### config.mk
export PLATFORM = sky130hd
export DESIGN_NAME = id_ex_stage
export DESIGN_NICKNAME = d
export VERILOG_FILES = /design/src/rtl/rv_pkg.sv /design/src/rtl/alu_dec.sv /design/src/rtl/id_ex_stage.sv
export SDC_FILE = /design/constraint.sdc
export NUM_CORES = 1
export LEC_CHECK = 0
export ABC_CLOCK_PERIOD_IN_PS = 1130
export CAP_MARGIN = 20
export CORE_MARGIN = 10
export CORE_UTILIZATION = 35
export DETAILED_ROUTE_END_ITERATION = 8
export HOLD_SLACK_MARGIN = 0.08
export PLACE_DENSITY = 0.87
export SYNTH_ARGS = -nofsm -noshare
export SYNTH_HDL_FRONTEND = slang
export SYNTH_SLANG_ARGS = --single-unit
### constraint.sdc
create_clock -name i_clk -period 1.13 [get_ports i_clk]
set_clock_uncertainty 0.05 [all_clocks]
set_input_delay 0.226 -clock i_clk [delete_from_list [all_inputs] [get_ports i_clk]]
set_output_delay 0.226 -clock i_clk [all_outputs]
set_load 0.03 [all_outputs]
### src/rtl/rv_pkg.sv
// RV32I shared constants: ALU codes, opcodes, funct3 codes, operand selects.
package rv_pkg;

    localparam logic [3:0] ALU_AND  = 4'h0;
    localparam logic [3:0] ALU_OR   = 4'h1;
    localparam logic [3:0] ALU_XOR  = 4'h2;
    localparam logic [3:0] ALU_ANDN = 4'h3;
    localparam logic [3:0] ALU_ORN  = 4'h4;
    localparam logic [3:0] ALU_ADD  = 4'h5;
    localparam logic [3:0] ALU_SUB  = 4'h6;
    localparam logic [3:0] ALU_SLT  = 4'h7;
    localparam logic [3:0] ALU_SLTU = 4'h8;
    localparam logic [3:0] ALU_SLL  = 4'h9;
    localparam logic [3:0] ALU_SRL  = 4'hA;
    localparam logic [3:0] ALU_SRA  = 4'hB;

    localparam logic [6:0] OPC_OP     = 7'b0110011;
    localparam logic [6:0] OPC_OPIMM  = 7'b0010011;
    localparam logic [6:0] OPC_LUI    = 7'b0110111;
    localparam logic [6:0] OPC_AUIPC  = 7'b0010111;
    localparam logic [6:0] OPC_LOAD   = 7'b0000011;
    localparam logic [6:0] OPC_STORE  = 7'b0100011;
    localparam logic [6:0] OPC_JAL    = 7'b1101111;
    localparam logic [6:0] OPC_JALR   = 7'b1100111;
    localparam logic [6:0] OPC_BRANCH = 7'b1100011;

    localparam logic [2:0] F3_ADD  = 3'b000;
    localparam logic [2:0] F3_SLL  = 3'b001;
    localparam logic [2:0] F3_SLT  = 3'b010;
    localparam logic [2:0] F3_SLTU = 3'b011;
    localparam logic [2:0] F3_XOR  = 3'b100;
    localparam logic [2:0] F3_SRL  = 3'b101;
    localparam logic [2:0] F3_OR   = 3'b110;
    localparam logic [2:0] F3_AND  = 3'b111;

    typedef enum logic [1:0] {A_RS1, A_PC, A_ZERO} a_sel_e;
    typedef enum logic [1:0] {B_RS2, B_IMM, B_FOUR} b_sel_e;

    function automatic logic [3:0] f3_to_alu(
        input logic [2:0] f3,
        input logic       sub,
        input logic       sra
    );
        logic [3:0] r;
        r = ALU_ADD;
        unique case (f3)
            F3_ADD:  r = sub ? ALU_SUB : ALU_ADD;
            F3_SLL:  r = ALU_SLL;
            F3_SLT:  r = ALU_SLT;
            F3_SLTU: r = ALU_SLTU;
            F3_XOR:  r = ALU_XOR;
            F3_SRL:  r = sra ? ALU_SRA : ALU_SRL;
            F3_OR:   r = ALU_OR;
            F3_AND:  r = ALU_AND;
        endcase
        return r;
    endfunction

endpackage

### src/rtl/alu_dec.sv
// Combinational decode of opcode/funct3/funct7_5 into ALU control and
// operand-select information.
module alu_dec
    import rv_pkg::*;
(
    input  logic [6:0] i_opcode,
    input  logic [2:0] i_funct3,
    input  logic       i_funct7_5,
    output logic [3:0] o_alu_ctrl,
    output logic [1:0] o_a_sel,
    output logic [1:0] o_b_sel,
    output logic       o_rd_we,
    output logic       o_uses_rs2,
    output logic       o_is_load,
    output logic       o_illegal
);

    always_comb begin
        o_alu_ctrl = ALU_ADD;
        o_a_sel    = A_RS1;
        o_b_sel    = B_IMM;
        o_rd_we    = 1'b0;
        o_uses_rs2 = 1'b0;
        o_is_load  = 1'b0;
        o_illegal  = 1'b0;
        unique case (i_opcode)
            OPC_OP: begin
                o_alu_ctrl = f3_to_alu(i_funct3, i_funct7_5, i_funct7_5);
                o_b_sel    = B_RS2;
                o_rd_we    = 1'b1;
                o_uses_rs2 = 1'b1;
            end
            // Immediate forms never subtract; bit 30 only selects SRAI.
            OPC_OPIMM: begin
                o_alu_ctrl = f3_to_alu(i_funct3, 1'b0, i_funct7_5);
                o_rd_we    = 1'b1;
            end
            OPC_LUI: begin
                o_a_sel = A_ZERO;
                o_rd_we = 1'b1;
            end
            OPC_AUIPC: begin
                o_a_sel = A_PC;
                o_rd_we = 1'b1;
            end
            OPC_LOAD: begin
                o_rd_we   = 1'b1;
                o_is_load = 1'b1;
            end
            OPC_STORE: begin
                o_uses_rs2 = 1'b1;
            end
            OPC_JAL, OPC_JALR: begin
                o_a_sel = A_PC;
                o_b_sel = B_FOUR;
                o_rd_we = 1'b1;
            end
            OPC_BRANCH: begin
                o_alu_ctrl = ALU_SUB;
                o_b_sel    = B_RS2;
                o_uses_rs2 = 1'b1;
            end
            default: begin
                o_illegal = 1'b1;
            end
        endcase
    end

endmodule

### src/rtl/id_ex_stage.sv
// ID/EX register stage: decode, operand select/forward, load-use bubble.
// Build option RVCORE_FWD_EN enables forwarding muxes and the interlock.
module id_ex_stage
    import rv_pkg::*;
#(
    parameter int REG_AW = 5,
    parameter int XLEN   = 32
) (
    input  logic              i_clk,
    input  logic              i_rst_n,
    input  logic              i_valid,
    output logic              o_ready,
    input  logic [XLEN-1:0]   i_pc,
    input  logic [XLEN-1:0]   i_rs1_data,
    input  logic [XLEN-1:0]   i_rs2_data,
    input  logic [XLEN-1:0]   i_imm,
    input  logic [6:0]        i_opcode,
    input  logic [2:0]        i_funct3,
    input  logic              i_funct7_5,
    input  logic [REG_AW-1:0] i_rs1,
    input  logic [REG_AW-1:0] i_rs2,
    input  logic [REG_AW-1:0] i_rd,
    input  logic              i_stall,
    input  logic              i_flush,
    input  logic              i_exm_we,
    input  logic [REG_AW-1:0] i_exm_rd,
    input  logic [XLEN-1:0]   i_exm_data,
    input  logic              i_wb_we,
    input  logic [REG_AW-1:0] i_wb_rd,
    input  logic [XLEN-1:0]   i_wb_data,
    output logic              o_valid,
    output logic [3:0]        o_alu_ctrl,
    output logic [XLEN-1:0]   o_dataa,
    output logic [XLEN-1:0]   o_datab,
    output logic [XLEN-1:0]   o_store_data,
    output logic [REG_AW-1:0] o_rd,
    output logic              o_rd_we,
    output logic              o_is_load,
    output logic              o_illegal
);

    logic [3:0]      w_alu_ctrl;
    logic [1:0]      w_a_sel;
    logic [1:0]      w_b_sel;
    logic            w_rd_we;
    logic            w_uses_rs2;
    logic            w_is_load;
    logic            w_illegal;
    logic [XLEN-1:0] w_rs1_val;
    logic [XLEN-1:0] w_rs2_val;
    logic [XLEN-1:0] w_a;
    logic [XLEN-1:0] w_b_raw;
    logic [XLEN-1:0] w_b;
    logic            w_hazard;
    logic            w_accept;

    logic              r_valid;
    logic [3:0]        r_alu_ctrl;
    logic [XLEN-1:0]   r_dataa;
    logic [XLEN-1:0]   r_datab;
    logic [XLEN-1:0]   r_store_data;
    logic [REG_AW-1:0] r_rd;
    logic              r_rd_we;
    logic              r_is_load;
    logic              r_illegal;

    alu_dec u_dec (
        .i_opcode   (i_opcode),
        .i_funct3   (i_funct3),
        .i_funct7_5 (i_funct7_5),
        .o_alu_ctrl (w_alu_ctrl),
        .o_a_sel    (w_a_sel),
        .o_b_sel    (w_b_sel),
        .o_rd_we    (w_rd_we),
        .o_uses_rs2 (w_uses_rs2),
        .o_is_load  (w_is_load),
        .o_illegal  (w_illegal)
    );

`ifdef RVCORE_FWD_EN
    always_comb begin
        w_rs1_val = i_rs1_data;
        if (i_exm_we && i_exm_rd != '0 && i_exm_rd == i_rs1)
            w_rs1_val = i_exm_data;
        else if (i_wb_we && i_wb_rd != '0 && i_wb_rd == i_rs1)
            w_rs1_val = i_wb_data;
    end

    always_comb begin
        w_rs2_val = i_rs2_data;
        if (i_exm_we && i_exm_rd != '0 && i_exm_rd == i_rs2)
            w_rs2_val = i_exm_data;
        else if (i_wb_we && i_wb_rd != '0 && i_wb_rd == i_rs2)
            w_rs2_val = i_wb_data;
    end

    assign w_hazard = r_valid && r_is_load && r_rd != '0 &&
                      (r_rd == i_rs1 || (w_uses_rs2 && r_rd == i_rs2));
`else
    assign w_rs1_val = i_rs1_data;
    assign w_rs2_val = i_rs2_data;
    // Forward and address inputs are kept on the port list but carry no
    // function here; they are folded into a constant-zero hazard term.
    assign w_hazard = 1'b0 & (^{i_exm_we, i_exm_rd, i_exm_data,
                                i_wb_we, i_wb_rd, i_wb_data,
                                i_rs1, i_rs2, w_uses_rs2});
`endif

    assign o_ready  = !i_stall && !w_hazard;
    assign w_accept = i_valid && o_ready;

    always_comb begin
        w_a = w_rs1_val;
        unique case (w_a_sel)
            A_RS1:   w_a = w_rs1_val;
            A_PC:    w_a = i_pc;
            A_ZERO:  w_a = '0;
            default: w_a = w_rs1_val;
        endcase
    end

    always_comb begin
        w_b_raw = i_imm;
        unique case (w_b_sel)
            B_RS2:   w_b_raw = w_rs2_val;
            B_IMM:   w_b_raw = i_imm;
            B_FOUR:  w_b_raw = XLEN'(4);
            default: w_b_raw = i_imm;
        endcase
    end

    always_comb begin
        w_b = w_b_raw;
        if (w_alu_ctrl == ALU_SLL || w_alu_ctrl == ALU_SRL ||
            w_alu_ctrl == ALU_SRA)
            w_b = {{(XLEN-5){1'b0}}, w_b_raw[4:0]};
    end

    always_ff @(posedge i_clk or negedge i_rst_n) begin
        if (!i_rst_n) begin
            r_valid      <= 1'b0;
            r_alu_ctrl   <= '0;
            r_dataa      <= '0;
            r_datab      <= '0;
            r_store_data <= '0;
            r_rd         <= '0;
            r_rd_we      <= 1'b0;
            r_is_load    <= 1'b0;
            r_illegal    <= 1'b0;
        end else if (i_flush) begin
            r_valid   <= 1'b0;
            r_rd_we   <= 1'b0;
            r_is_load <= 1'b0;
            r_illegal <= 1'b0;
        end else if (i_stall) begin
            r_valid <= r_valid;
        end else if (w_accept) begin
            r_valid      <= 1'b1;
            r_alu_ctrl   <= w_alu_ctrl;
            r_dataa      <= w_a;
            r_datab      <= w_b;
            r_store_data <= w_rs2_val;
            r_rd         <= i_rd;
            r_rd_we      <= w_rd_we && i_rd != '0;
            r_is_load    <= w_is_load;
            r_illegal    <= w_illegal;
        end else begin
            r_valid   <= 1'b0;
            r_rd_we   <= 1'b0;
            r_is_load <= 1'b0;
            r_illegal <= 1'b0;
        end
    end

    assign o_valid      = r_valid;
    assign o_alu_ctrl   = r_alu_ctrl;
    assign o_dataa      = r_dataa;
    assign o_datab      = r_datab;
    assign o_store_data = r_store_data;
    assign o_rd         = r_rd;
    assign o_rd_we      = r_rd_we;
    assign o_is_load    = r_is_load;
    assign o_illegal    = r_illegal;

endmodule
== After elaboration in Yosys (flattened, before gate mapping) ==
Cells that the tools add are included.

* Bits in registers: 109
* Bits of input ports: 235

* Bitwise logic cells: 2
* Multiplexer cells: 25
* Reductions and logical operators: 14
* Equality and inequality tests: 23

{| class="wikitable"
|+ Operators with widths
! operator !! count
|-
| $pmux 32 s2 || 2
|-
| $pmux 4 s8 || 2
|-
| $mux 32 || 1
|-
| $eq 7x6->1 const B || 3
|-
| $eq 7x7->1 const B || 3
|-
| $mux 1 || 16
|-
| $eq 7x5->1 const B || 2
|-
| $eq 3x3->1 const B || 4
|-
| $eq 4x4->1 const B || 3
|-
| $pmux 4 s3 || 1
|-
| $reduce_or 9->1 || 1
|-
| $pmux 2 s2 || 2
|-
| $eq 7x2->1 const B || 1
|-
| $reduce_or 7->1 || 1
|-
| $eq 3x2->1 const B || 2
|-
| $reduce_bool 5->1 || 1
|-
| $eq 2x2->1 const B || 2
|-
| $reduce_or 2->1 || 2
|-
| $eq 3x1->1 const B || 1
|-
| $logic_not 3->1 || 1
|-
| $reduce_and 3->1 || 1
|-
| $reduce_or 3->1 || 1
|-
| $eq 2x1->1 const B || 1
|-
| $logic_and 1x1->1 || 2
|-
| other kinds (6) || 8
|}

== Logic depth before layout (Yosys ltp) ==
* Depth after elaboration: 7
* Mapped depth: 10

== Cells and area by module ==
From an unflattened synthesis, not the netlist that was laid out.

* Cell total of the unflattened synthesis: 528
* Area total of the unflattened synthesis: 5,109.9 µm²

{| class="wikitable"
|+ Modules (own cells, without submodules)
! module !! seq. area each (µm²) !! cells each !! area an instance (µm²) !! instances
|-
| id_ex_stage || 2,727.6 || 486 || 4,845.9 || 1
|-
| alu_dec || 0.0 || 42 || 264.0 || 1
|}

== Worst setup path after synthesis ==
OpenSTA, ideal clock, no wires.

* Kind: in2reg
* From: input port i_opcode[6]
* To: register r_dataa[10], in the netlist o_dataa[10]
* Data required time: 1.003 ns
* Library setup time: 0.077 ns
* Slack: -0.996 ns
* Arrival time: 1.999 ns
* Cell stages on the path: 8
* Path buffers: 2
* Cells stage by stage: nand2b_1 -> or4_1 -> ha_1 -> clkbuf_1 -> nor2b_1 -> clkbuf_1 -> a22oi_1 -> a21oi_1

* Cells in the longest elaborated chain, start to end: 5
* Elaborated cells on any way between the ends: 9
* Classes of those cells: eq/ne (6); mux (2); reduce/logical (1)

{| class="wikitable"
|+ RTL lines
! item !! line !! RTL
|-
| start, declared || id_ex_stage.sv:17 || <nowiki>input logic [6:0] i_opcode,</nowiki>
|-
| $eq 7x5->1 or $eq 7x7->1 (tied branches) || alu_dec.sv:26 || <nowiki>unique case (i_opcode)</nowiki>
|-
| $reduce_or 3->1 (no line) || - ||
|-
| $pmux 2 s2 * || alu_dec.sv:26 ||
|-
| $eq 2x2->1 or $eq 2x1->1 (tied branches) || id_ex_stage.sv:114 || <nowiki>unique case (w_a_sel)</nowiki>
|-
| $pmux 32 s2 * || id_ex_stage.sv:114 ||
|-
| end signal, assigned || id_ex_stage.sv:160 || <nowiki>r_dataa <= w_a;</nowiki>
|-
| end, declared || id_ex_stage.sv:59 || <nowiki>logic [XLEN-1:0] r_dataa;</nowiki>
|}

Every way passes the cells marked *; elsewhere a longest branch is shown, timed or not.
A chain may end at the register's enable or synchronous reset.

== Final worst setup path ==
* From: input port i_opcode[6]
* To: register r_dataa[31], in the netlist o_dataa[31]

Same word-level chain as after synthesis.

==> metrics.txt <==
# TYPE chip_impl_metric gauge
chip_impl_metric{name="critPathRequiredTime",unit="ns"} 1.31
chip_impl_metric{name="tightest_slew",unit="ns"} 0.446
chip_impl_metric{name="total_power",unit="mW"} 14.3
chip_impl_info{name="dominantRegCellSynth",value="dfrtp_1"} 1
chip_impl_metric{name="fin_setup_tns",unit="ns"} -38.62
chip_impl_info{name="netlist_top_cells_area",value="dfrtp_1 (57%), a221o_1 (6.5%), a22oi_1 (5.0%), a21o_1 (4.2%), a21oi_1 (3.9%)"} 1
chip_impl_metric{name="worst-path-buf-inv",unit=""} 4
chip_impl_metric{name="synth_enable_flop_cells",unit=""} 0
chip_impl_metric{name="worst_hold_slack",unit="ns"} 0.157
chip_impl_info{name="hold_path.class",value="in -> reg"} 1
chip_impl_info{name="setup.worst_path.end_class",value="flip-flop"} 1
chip_impl_metric{name="synth_cell_types",unit=""} 40
chip_impl_metric{name="detailed_place_hpwl",unit="um"} 14700
chip_impl_metric{name="synthesis.yosys.warnings",unit=""} 0
chip_impl_metric{name="ys_ff_latch",unit=""} 109
chip_impl_info{name="yosysTopAreaCell",value="dfrtp_1"} 1
chip_impl_metric{name="finalHoldViolCount",unit=""} 0
chip_impl_metric{name="cts.path.max_buffers",unit=""} 2
chip_impl_info{name="cts_root_buffer",value="clkbuf_16"} 1
chip_impl_metric{name="cts_inserted_buffers",unit=""} 9
chip_impl_metric{name="crit_arrival",unit="ns"} 1.99
chip_impl_metric{name="gr-total-overflow",unit=""} 0
chip_impl_metric{name="top_level_ports",unit=""} 345
chip_impl_metric{name="power_switching",unit="mW"} 4.88
chip_impl_info{name="status",value="complete, but fails checks"} 1
chip_impl_metric{name="die_width",unit="um"} 137
chip_impl_metric{name="post_drt_wl_per_cell",unit="um"} 26.9
chip_impl_metric{name="grt_pass1_wl",unit="um"} 37100
chip_impl_info{name="crit_path_start",value="i_opcode[6]"} 1
chip_impl_metric{name="pwr-share-comb",unit=""} 0.412
chip_impl_metric{name="setup_slack",unit="ns"} -0.679
chip_impl_metric{name="drt_iter0_drc",unit=""} 387
chip_impl_info{name="setup_repair_after_global_routing_missed_its_margin",value="true"} 1
chip_impl_metric{name="post-route-cell-area",unit="um^2"} 10400
chip_impl_metric{name="drcViolationCount",unit=""} 0
chip_impl_metric{name="post_synth_inst_count",unit=""} 448
chip_impl_metric{name="sw_frac_of_total",unit=""} 0.342
chip_impl_metric{name="routabilityCongestion",unit=""} 0.888
chip_impl_metric{name="die_height",unit="um"} 137
chip_impl_metric{name="insertion_delay",unit="ns"} 0.36
chip_impl_metric{name="number_of_global_route_vias_before_repair",unit=""} 6125
chip_impl_metric{name="drt-total-wl",unit="um"} 27800
chip_impl_metric{name="port_buffers",unit=""} 258
chip_impl_metric{name="design.core.area",unit="um^2"} 13300
chip_impl_info{name="synthTopCellsByCount",value="dfrtp_1 (109), nor2_1 (42), nand2_1 (39)"} 1
chip_impl_metric{name="antenna_found_initial",unit=""} 2
chip_impl_metric{name="vdd_ir_drop_max",unit="uV"} 931
chip_impl_metric{name="num_vias",unit=""} 5879
chip_impl_metric{name="syn-cell-area",unit="um^2"} 4810
chip_impl_metric{name="final.period_utilization",unit=""} 1.60
chip_impl_metric{name="synthToLayoutAreaGrowth",unit="%"} 117
chip_impl_info{name="crit_chain",value="buf_6 -> nand2b_4 -> or4_4 -> ha_4 -> nor2b_4 -> buf_12 -> buf_8 -> buf_8 -> a22oi_2 -> a21oi_2"} 1
chip_impl_metric{name="postSynth.asyncResetShare",unit=""} 1.00
chip_impl_info{name="setup.worst_path.class",value="in -> reg"} 1
chip_impl_metric{name="clock.fmax",unit="GHz"} 0.553
chip_impl_metric{name="critPathMaxFanout",unit=""} 5
chip_impl_metric{name="yosysTopAreaCellShare",unit=""} 0.568
chip_impl_metric{name="nNetsFinal",unit=""} 1089
chip_impl_metric{name="layout.cells.non_filler",unit=""} 1035
chip_impl_metric{name="post-route-min-period",unit="ns"} 1.81
chip_impl_metric{name="proportion_of_power_drawn_by_flip_flops_and_latches",unit=""} 0.355
chip_impl_info{name="violations",value="negative setup slack"} 1
chip_impl_metric{name="maxSlewViolCount",unit=""} 0
chip_impl_info{name="hold_path.startpoint",value="i_flush"} 1
chip_impl_info{name="cp_top_family",value="simple AND/OR/NAND/NOR gates"} 1
chip_impl_metric{name="power_density",unit="nW/um^2"} 1370
chip_impl_metric{name="layout-drive-gt1-share",unit=""} 0.442
chip_impl_info{name="timing.critical_path.from_type",value="input port"} 1
chip_impl_metric{name="power_frac_clock",unit=""} 0.233
chip_impl_metric{name="internal-power",unit="mW"} 9.40
chip_impl_metric{name="critPathMaxStageDelay",unit="ns"} 0.54
chip_impl_info{name="crit_slowest_cell",value="or4_4"} 1
chip_impl_metric{name="regToRegSetupSlack",unit="ns"} -0.08
chip_impl_info{name="post-synth-top-count-cell",value="dfrtp_1"} 1
chip_impl_metric{name="cap_viol_max_count",unit=""} 0
chip_impl_metric{name="clkTransAtPathRegs",unit="ns"} 0.07
chip_impl_info{name="path_common_cell",value="buf_8"} 1
chip_impl_metric{name="largest_net_degree_at_the_start_of_global_routing",unit=""} 42
chip_impl_metric{name="placed_area",unit="um^2"} 7840
chip_impl_metric{name="seq_area_frac_synth",unit=""} 0.568
chip_impl_metric{name="cts_htree_levels",unit=""} 3
chip_impl_metric{name="row_count",unit=""} 42
chip_impl_metric{name="dp.cells",unit=""} 889
chip_impl_metric{name="routed_via_density",unit=""} 5.68
chip_impl_metric{name="drtPass1Iterations",unit=""} 5
chip_impl_metric{name="post_synth.cell_area_avg",unit="um^2"} 10.7
chip_impl_info{name="tritoncts",value="yes"} 1
chip_impl_metric{name="cts.sink_count",unit=""} 109
chip_impl_metric{name="slew-limit-headroom",unit=""} 0.702
chip_impl_metric{name="start_util",unit=""} 0.360
chip_impl_metric{name="postSynthNetCount",unit=""} 684
chip_impl_metric{name="grt_use_total",unit=""} 0.258
chip_impl_metric{name="total_die_area",unit="um^2"} 18800
chip_impl_metric{name="p_leak",unit="nW"} 4.82
chip_impl_metric{name="setup-violations-final",unit=""} 178
chip_impl_info{name="rr_startpoint",value="o_datab[22]"} 1
chip_impl_metric{name="antenna_left",unit=""} 0
-- worst reg2reg max path, stage by stage (launching register included) --
cell and delay (ns):
dfrtp_1 0.40, buf_4 0.15, nor2b_1 0.16, a221o_1 0.32
-- state kept, by name, summed over array words and instances, names as in the netlist --
name	flops
o_datab	32
o_valid	1
o_dataa	32
o_rd_we	1
o_alu_ctrl	4
o_is_load	1
o_store_data	32
o_rd	5
o_illegal	1
-- timing repair --
action	CTS	global route
pin swaps	53	33
buffers inserted	70	46
gates resized for setup	244	39
cloned	16	4
hold buffers	1	0
endpoints found under the setup margin	218	218
hold endpoints to repair	109	0
-- placed cells by master, fill, tap and decap left out, types with 27 or more instances in the layout --
master           netlist  layout
a21o_1                27      27
a221o_1               31      31
a22oi_2                0      31
buf_12                 0      36
buf_4                  3     104
buf_6                  2     120
clkdlybuf4s50_1        0     132
dfrtp_1              109     108
nand2_1               39      38
nor2_1                42      38
nor2b_1               29      28
-- per-stage QoR --
| stage | setup WS, ns | utilization |
|---|---|---|
| after floorplan | -0.755 | - |
| after global placement | -1.39 | 0.588 |
| after detailed placement | -1.49 | 0.588 |
| after CTS | -0.638 | 0.744 |
| after global routing | -0.696 | 0.781 |
| final | -0.679 | 0.781 |
-- power groups by stage --
stage | clock, mW | combinational [mW] | sequential (mW)
2_1_floorplan | 0 | 0.831 | 6.13
3_3_place_gp | 0 | 4.27 | 4.96
3_5_place_dp | 0 | 4.37 | 5.00
4_1_cts | 3.30 | 5.31 | 5.00
5_1_grt | 3.49 | 6.08 | 5.12
6_report | 3.33 | 5.88 | 5.07
-- kinds of logic (layout without fill, tap and decap cells) --
| group | Yosys count | in the layout | synth area share |
|---|---|---|---|
| simple gates | 157 | 157 | 0.168 |
| other cells | 0 | 1 | 0 |
| compound gates | 146 | 147 | 0.228 |
| flops | 109 | 109 | 0.568 |
| fa+ha+maj | 1 | 1 | 0.00260 |
| buf+inv | 35 | 444 | 0.0346 |
-- per-layer routing --
metal  track usage  vias to the layer above  wire (um)
met1         0.283                     2899       9800
met3        0.0838                      109       3060
met4         0.127                        2       1400
met5             0                        -         17
met2         0.441                      444      13600
li1              -                     2425          -
-- final cells by class --
class / count / area [um^2]
Antenna cell: 1 / 2.50
Clock buffer: 11 / 243
Clock inverter: 5 / 58.8
Fill cell: 711 / 2930
Inverter: 3 / 11.3
Multi-Input combinational cell: 305 / 2320
Sequential cell: 109 / 2730
Tap cell: 176 / 220
Timing Repair Buffer: 425 / 4840
-- worst paths after layout --
path / depth (start not counted) / endpoint
setup / recovery: 10 / o_dataa[31]
hold / removal: 3 / o_is_load
setup reg to reg: 3 / o_datab[22]
hold reg to reg: 2 / o_store_data[0]
max in group asynchronous: 3 / o_store_data[3]
min in group asynchronous: 2 / o_datab[12]
Note: power is estimated with default switching activity, not from simulation.
